### config.mk
export PLATFORM = sky130hd
export DESIGN_NAME = ex_mem_stage
export DESIGN_NICKNAME = d
export VERILOG_FILES = /design/src/rtl/ex_mem_stage.sv
export SDC_FILE = /design/constraint.sdc
export NUM_CORES = 1
export LEC_CHECK = 0
export CAP_MARGIN = 20
export CORE_UTILIZATION = 46
export CTS_CLUSTER_SIZE = 12
export DETAILED_ROUTE_END_ITERATION = 6
export PLACE_DENSITY = 0.79
export SETUP_SLACK_MARGIN = 0.3
export SYNTH_ARGS = -nofsm -noshare
export SYNTH_HDL_FRONTEND = slang
export SYNTH_SLANG_ARGS = --single-unit
### constraint.sdc
create_clock -name clk -period 5.8 [get_ports clk]
set_input_delay 1.16 -clock clk [delete_from_list [all_inputs] [get_ports clk]]
set_output_delay 1.16 -clock clk [all_outputs]
set_load 0.005 [all_outputs]
### src/rtl/ex_mem_stage.sv
// Execute stage: RAW forwarding from EX/MEM and MEM/WB, ALU, destination select, EX/MEM register.
// Latency 1 cycle; no backpressure (no stall input, the register loads every cycle).
module ex_mem_stage #(
    parameter int WIDTH = 32
) (
    input  logic             clk,
    input  logic             rst,
    input  logic             regWrite_IDEX,
    input  logic             ALUSrc_IDEX,
    input  logic             regDst_IDEX,
    input  logic             memWrite_IDEX,
    input  logic             memRead_IDEX,
    input  logic             memtoReg_IDEX,
    input  logic [2:0]       ALUop_IDEX,
    input  logic [4:0]       Rs_IDEX,
    input  logic [4:0]       Rt_IDEX,
    input  logic [4:0]       Rd_IDEX,
    input  logic [WIDTH-1:0] data1_IDEX,
    input  logic [WIDTH-1:0] data2_IDEX,
    input  logic [WIDTH-1:0] SEData_IDEX,
    input  logic             regWrite_MEMWB,
    input  logic [4:0]       writeReg_MEMWB,
    input  logic [WIDTH-1:0] writeData_MEMWB,
    output logic             out_reg_regWrite_EXMEM,
    output logic             out_reg_memWrite_EXMEM,
    output logic             out_reg_memRead_EXMEM,
    output logic             out_reg_memtoReg_EXMEM,
    output logic             out_reg_zero_EXMEM,
    output logic [4:0]       out_reg_writeReg_EXMEM,
    output logic [WIDTH-1:0] out_reg_ALUres_EXMEM,
    output logic [WIDTH-1:0] out_reg_writeData_EXMEM,
    output logic [1:0]       forwardA,
    output logic [1:0]       forwardB
);

    typedef enum logic [1:0] {
        FWD_REG   = 2'b00,
        FWD_MEMWB = 2'b01,
        FWD_EXMEM = 2'b10
    } fwd_sel_e;

    localparam logic [2:0] ALU_AND = 3'b000;
    localparam logic [2:0] ALU_OR  = 3'b001;
    localparam logic [2:0] ALU_ADD = 3'b010;
    localparam logic [2:0] ALU_SUB = 3'b110;
    localparam logic [2:0] ALU_SLT = 3'b111;

    logic             reg_write_q, reg_write_d;
    logic             mem_write_q, mem_write_d;
    logic             mem_read_q,  mem_read_d;
    logic             mem_to_reg_q, mem_to_reg_d;
    logic             zero_q,      zero_d;
    logic [4:0]       write_reg_q, write_reg_d;
    logic [WIDTH-1:0] alu_res_q,   alu_res_d;
    logic [WIDTH-1:0] write_data_q, write_data_d;

    fwd_sel_e         fwd_a, fwd_b;
    logic [WIDTH-1:0] op_a, fwd_b_val, op_b;

    // The younger producer (EX/MEM) wins over MEM/WB; $0 is never forwarded.
    function automatic fwd_sel_e fwd_select(
        input logic       exmem_wr,
        input logic [4:0] exmem_reg,
        input logic       memwb_wr,
        input logic [4:0] memwb_reg,
        input logic [4:0] src
    );
        if (exmem_wr && (exmem_reg != 5'd0) && (exmem_reg == src)) begin
            return FWD_EXMEM;
        end else if (memwb_wr && (memwb_reg != 5'd0) && (memwb_reg == src)) begin
            return FWD_MEMWB;
        end
        return FWD_REG;
    endfunction

    always_comb begin
        fwd_a = fwd_select(reg_write_q, write_reg_q, regWrite_MEMWB, writeReg_MEMWB, Rs_IDEX);
        fwd_b = fwd_select(reg_write_q, write_reg_q, regWrite_MEMWB, writeReg_MEMWB, Rt_IDEX);

        case (fwd_a)
            FWD_EXMEM: op_a = alu_res_q;
            FWD_MEMWB: op_a = writeData_MEMWB;
            default:   op_a = data1_IDEX;
        endcase

        case (fwd_b)
            FWD_EXMEM: fwd_b_val = alu_res_q;
            FWD_MEMWB: fwd_b_val = writeData_MEMWB;
            default:   fwd_b_val = data2_IDEX;
        endcase

        op_b = ALUSrc_IDEX ? SEData_IDEX : fwd_b_val;
    end

    always_comb begin
        alu_res_d = '0;
        case (ALUop_IDEX)
            ALU_AND: alu_res_d = op_a & op_b;
            ALU_OR:  alu_res_d = op_a | op_b;
            ALU_ADD: alu_res_d = op_a + op_b;
            ALU_SUB: alu_res_d = op_a - op_b;
            ALU_SLT: alu_res_d = {{(WIDTH-1){1'b0}}, ($signed(op_a) < $signed(op_b))};
            default: alu_res_d = '0;
        endcase
    end

    always_comb begin
        reg_write_d  = regWrite_IDEX;
        mem_write_d  = memWrite_IDEX;
        mem_read_d   = memRead_IDEX;
        mem_to_reg_d = memtoReg_IDEX;
        zero_d       = (alu_res_d == '0);
        write_reg_d  = regDst_IDEX ? Rd_IDEX : Rt_IDEX;
        // Store data bypasses the immediate mux so sw gets the register value.
        write_data_d = fwd_b_val;
    end

    always_ff @(posedge clk) begin
        if (rst) begin
            reg_write_q  <= 1'b0;
            mem_write_q  <= 1'b0;
            mem_read_q   <= 1'b0;
            mem_to_reg_q <= 1'b0;
            zero_q       <= 1'b0;
            write_reg_q  <= '0;
            alu_res_q    <= '0;
            write_data_q <= '0;
        end else begin
            reg_write_q  <= reg_write_d;
            mem_write_q  <= mem_write_d;
            mem_read_q   <= mem_read_d;
            mem_to_reg_q <= mem_to_reg_d;
            zero_q       <= zero_d;
            write_reg_q  <= write_reg_d;
            alu_res_q    <= alu_res_d;
            write_data_q <= write_data_d;
        end
    end

    assign out_reg_regWrite_EXMEM  = reg_write_q;
    assign out_reg_memWrite_EXMEM  = mem_write_q;
    assign out_reg_memRead_EXMEM   = mem_read_q;
    assign out_reg_memtoReg_EXMEM  = mem_to_reg_q;
    assign out_reg_zero_EXMEM      = zero_q;
    assign out_reg_writeReg_EXMEM  = write_reg_q;
    assign out_reg_ALUres_EXMEM    = alu_res_q;
    assign out_reg_writeData_EXMEM = write_data_q;
    assign forwardA                = fwd_a;
    assign forwardB                = fwd_b;

endmodule

==> results of run 1 <==
cell usage after synthesis (all sizes together) (5+ instances only):
cell type  instances
nor2             170
a21oi            113
inv              112
nand2            107
ha                96
mux2i             91
o21ai             86
dfxtp             74
clkbuf            56
xnor2             32
o21a              28
buf               27
nand3             20
a211oi            18
nor2b             17
nor3              17
o31ai             13
xor2              12
a31oi             11
nor4              10
o211ai            10
a22oi              9
a21o               8
a221oi             8
and3               8
nand2b             8
nand4              8
o21bai             8
or3                8
o22ai              7
a211o              6
or2                6
a21boi             5
logic make-up after synthesis:
family,after synthesis,share of synthesized area [%]
AND/OR/NAND/NOR,400,20.3
AO/OA/AOI/OAI,361,26.0
buffers and inverters,196,8.59
adder cells (fa/ha/maj),98,13.9
multiplexers,92,10.3
flip-flops,74,16.6
XOR/XNOR,44,4.31
metal layers:
metal  overflow  GRT usage [%]
met1          4           82.5
met2         55           95.9
met3         11           74.4
met4         40           83.7
met5          1           57.9
metrics by stage:
step	hold slack, ps	instance area (µm²)	utilization (%)
after global placement	526	14300	75.9
after floorplan	512	9060	-
after detailed placement	540	14300	75.9
after CTS	568	15400	81.6
what timing repair did:
item	in CTS
setup endpoints to repair	23
buffers inserted	26
hold endpoints to repair	0
pin swaps	53
gates cloned	3
gates resized for setup	146
==> results.md, run 1 <==
- Number of flops mapped to enable cells by yosys: 0
- Inserted Clock Buffers: 9
- Top FF cell, synth: dfxtp_1
- Avg Cell Area, Syn: slightly above 7 µm²
- Total I/O pin count: roughly 240
- Port bufs: 237
- Clk buf depth: 2
- Post-place setup slack: -1180 ps
- Post-DP HPWL: ~33 mm
- Synth async-reset ratio: 0%
- Die width: roughly 140 µm
- Halt Stage: global routing
- Initial antenna violation count: 17
- Cell Area, Synth: about 8900 µm²
- #FFs+latches synth: 74
- Sequential-to-total area share from yosys stat: 16.6%
- Clock Tree Root: clkbuf_16
- WEP type: register data pin
- Clock sink count: 74
- Top cells by area, synth: dfxtp_1 17%, ha_1 13%, mux2i_1 10%
- Starting density of the core: between 40% and 50%
- FP Rows: 50
- Status: stopped before the end
- Gr ovfl total: approximately 110
- Post-synthesis cell type count: 80
- Top-area cell type share of the netlist area: approximately 17%
- GP Congestion: 1.02
- Biggest area consumer among synthesized cells: dfxtp_1
- Max H-tree Level: 3
- Total GRT Usage: 83.9%
- Post-GRT worst EP: out_reg_zero_EXMEM$_SDFF_PP0_/D
- Die height: around 140 µm
- Placed Cells: about 2100
- Yosys warns: 0
- Post-Synthesis Cells: 1265
- Tool error: [ERROR GRT-0232] Routing congestion too high. Check the congestion heatmap in the GUI.
- Cts hold-fix bufs: 0
- Pin count of the biggest net entering global routing: 74
- Synth Net Count: roughly 1500
==> run 2: changes to the inputs <==
--- a/config.mk
+++ b/config.mk
@@ -6,11 +6,9 @@
 export NUM_CORES = 1
 export LEC_CHECK = 0
 export CAP_MARGIN = 20
-export CORE_UTILIZATION = 46
-export CTS_CLUSTER_SIZE = 12
+export CORE_UTILIZATION = 40
 export DETAILED_ROUTE_END_ITERATION = 6
-export PLACE_DENSITY = 0.79
-export SETUP_SLACK_MARGIN = 0.3
+export PLACE_DENSITY_LB_ADDON = 0.15
 export SYNTH_ARGS = -nofsm -noshare
 export SYNTH_HDL_FRONTEND = slang
 export SYNTH_SLANG_ARGS = --single-unit
==> constraint.sdc (replaced) <==
create_clock -name clk -period 7.55 [get_ports clk]
set_input_delay 1.51 -clock clk [delete_from_list [all_inputs] [get_ports clk]]
set_output_delay 1.51 -clock clk [all_outputs]
set_load 0.005 [all_outputs]
==> results.md, run 2 <==
- Synth Net Count: 1523 (unchanged)
- Arrival time worst endpoint: around 7000 ps
- Setup TNS: 0 ps
- Clk buf depth: 2 (unchanged)
- Peak supply drop: just over 90 µV
- XOR/XNOR Fraction of Synth Area: 4.31% (unchanged)
- Final Cycle Share: between 90 and 100%
- Port bufs: 237 (unchanged)
- CP Capture Type: flip-flop
- Mux cell area share after synthesis: 10.3% (unchanged)
- Footprint of the multi-input gates: approximately 6700 µm²
- Status: finished, final reports clean
- First-pass GRT wire length: between 50 and 60 mm
- Vias per std cell: approximately 5.7
- Worst slew margin: between 40% and 50%
- Clock network power share: 27.3%
- Starting density of the core: 40.8% (-6.5 points)
- CP Class: input pin to flip-flop
- Initial antenna violation count: 1
- Buffer count from post-CTS setup fixing: 0 (-100%)
- Count leader, synth: nor2_1
- Clock Tree Root: clkbuf_16
- Worst Setup Start Kind: input pin
- Largest delay share family, worst path: simple AND/OR/NAND/NOR gates
- Top post-synthesis cells by count: 170 x nor2_1, 111 x a21oi_1, 111 x inv_1
- WP buf/inv: 2
- Core Region: approximately 22000 µm²
- Final critical-path required period: around 6900 ps
- Compound-Gate Fraction of Synth Area: 26.0% (unchanged)
- Post-synthesis simple-gate area fraction: 20.3% (unchanged)
- Psw: between 0.6 and 0.7 mW
- Clock-pin slew on the worst setup and hold paths: ~60 ps
- Top-area cell type share of the netlist area: 16.6% (unchanged)
- Slew @ Worst Pin: 888 ps
- Post-route insts no fill: roughly 1700
- Hold Path Class: flip-flop to flip-flop
- Worst endpoint required time: 7830 ps
- Die ar.: approximately 23000 µm²
- Total GRT Usage: between 30% and 40%
- Top cells by area, synth: dfxtp_1 17%, ha_1 13%, mux2i_1 10%
- Commonest non-fill, non-tap cell in the layout: clkdlybuf4s50_1
- Max_cap viols: 0
- Routed WL per cell: about 21 µm
- Vias after detailed routing: slightly below 10000
- Clock latency on the worst-skew pair: 340 ps
- #FFs+latches synth: 74 (unchanged)
- Number of flops mapped to enable cells by yosys: 0 (unchanged)
- Top FF cell, synth: dfxtp_1
- Filler cell count: around 2100
- Biggest area consumer among synthesized cells: dfxtp_1
- GP Congestion: 1.04 (+2.0%)
- FP Rows: 54 (+8.0%)
- Post-DP HPWL: 29.3 mm (-12%)
- Layout cells sized above 1: around 5.5%
- CTS tree: yes
- Gr ovfl total: 0
- Cts hold-fix bufs: 0 (unchanged)
- Max frequency: 144 MHz
- Pleak: just under 5 nW
- DRT iter0 DRCs: 958
- Final design utilization: between 50% and 60%
- Post-synthesis cell type count: 80 (unchanged)
- Avg Cell Area, Syn: 7.07 µm² (unchanged)
- Placed Cells: 1731 (-16%)
- Clock sink count: 74 (unchanged)
- Pin count of the biggest net entering global routing: between 70 and 80
- Cell Chain, Critical Path: clkdlybuf4s50_1, or4_1, o21ai_0, nor3_2, buf_4, mux2i_1, nor2_1, a21oi_1, o21ai_0, ha_1, or3_4, or3_4, or2_2, o221ai_1, xnor2_1, o211ai_1, nor4b_1, nand4_1, nor3b_2, and4_1, and3_1
- Total I/O pin count: 238 (unchanged)
- Sequential-to-total area share from yosys stat: 16.6% (unchanged)
- Post-Synth Adder-Cell Area: 13.9% (unchanged)
- Crit-path max cell delay: about 540 ps
- Antenna Nets Post-Route: 0
- RSZ-0062 raised after global routing: false
- Synth async-reset ratio: 0% (unchanged)
- Slew Viols, Final: 0
- CP max stage cell: or4_1
- Clock skew: roughly 12 ps
- Area Growth Syn to Fin: 33.3%
- Cell Area, Synth: 8940 µm² (unchanged)
- Final setup fails: 0
- Post-Synthesis Cells: 1265 (unchanged)
- DRT Pass-1 Iters: 5
- Seq pwr share: roughly 25%
- Die height: 151 µm (+7.1%)
- Max H-tree Level: 3 (unchanged)
- Total wire length: about 36 mm
- Most frequent cells in the layout: 233 x clkdlybuf4s50_1, 170 x nor2_1, 111 x a21oi_1
- Sw Ratio: between 30% and 40%
- Fin nets: roughly 1700
- CTS resizes: 0 (-100%)
- Pwr dens: between 100 and 150 nW/µm²
- Internal power: roughly 1.1 mW
- Residual DRC: 0
- Vias in the first global route: 9000
- Max FO, Critical Path: 16
- R2R Setup Slk: roughly 1800 ps
- Yosys warns: 0 (unchanged)
- Sequential Area: about 1500 µm²
- Largest family of logic cells by synthesized area: compound AO/OA/AOI/OAI gates
- Inserted Clock Buffers: 9 (unchanged)
- Final Hold Vio Count: 0
- Die width: 151 µm (+7.1%)
- Combinational share of power: approximately 47%
[run 2: metrics by stage]
step                      power [mW]  setup slack, ps  instance area (µm²)  hold WS [ps]
final                           1.75              624                11900           546
after global routing            1.84              319                11900           594
after CTS                       1.73              742                11900           548
after detailed placement        1.25              421                11600           533
after global placement          1.25              494                11600           530
after floorplan                0.930             1220                 8940           512
[run 2: logic make-up (layout without fill, tap and decap cells)]
| group | after synthesis | in the layout |
|---|---|---|
| simple gates | 400 | 400 |
| compound gates | 361 | 361 |
| buf+inv | 196 | 398 |
| fa+ha+maj | 98 | 98 |
| mux | 92 | 92 |
| flops | 74 | 74 |
| xor+xnor | 44 | 44 |
| other cells | 0 | 1 |
[run 2: power groups by stage]
stage	registers, mW	logic [mW]	clock network (mW)
floorplan	0.444	0.486	0
global placement	0.449	0.805	0
CTS	0.441	0.810	0.483
detailed placement	0.450	0.805	0
global route	0.444	0.894	0.498
finish	0.441	0.828	0.476
[run 2: worst register-to-register path: stages (launching register included)]
cell and delay (ps):
dfxtp_1 370, or4_1 520, o21ai_0 260, or4_1 190, inv_2 60, buf_4 230, nor2_1 130, a21oi_1 60
o21ai_0 160, buf_4 150, ha_1 230, inv_1 90, fa_1 470, nand2b_1 180, a21oi_1 260, o21ai_1 170
o31ai_1 360, a211oi_1 90, a211oi_1 430, o21ai_0 250, a221oi_1 280, nand4_1 190, nor3b_2 190, and4_1 190
and3_1 140
[run 2: area by class of cell]
type,instances,area share (%)
diodes,1,0.0210
repair buffers,269,22.0
clock inverters,6,0.756
well taps,280,2.94
inverters,113,3.56
flip-flops and latches,74,12.4
clock buffers,10,2.01
multi-input cells,995,56.3
[run 2: layer usage]
metal	share of wire, %	wire length [µm]	vias up	track usage (%)
met2	42	15400	471	46.2
met3	9.4	3440	33	6.14
met4	1.4	524	0	6.53
met5	0	0	-	0
met1	47	17000	4646	44.9
li1	-	-	4784	-
[run 2: worst paths after layout]
path / depth (start not counted) / end / start
worst min register to register: 2 / out_reg_writeData_EXMEM[18] / out_reg_ALUres_EXMEM[18]
worst max-delay path: 21 / out_reg_zero_EXMEM / writeReg_MEMWB[1]
worst min-delay path: 2 / out_reg_writeData_EXMEM[18] / out_reg_ALUres_EXMEM[18]
worst max register to register: 24 / out_reg_zero_EXMEM / out_reg_writeReg_EXMEM[0]
Power figures use the tool's default switching activity.
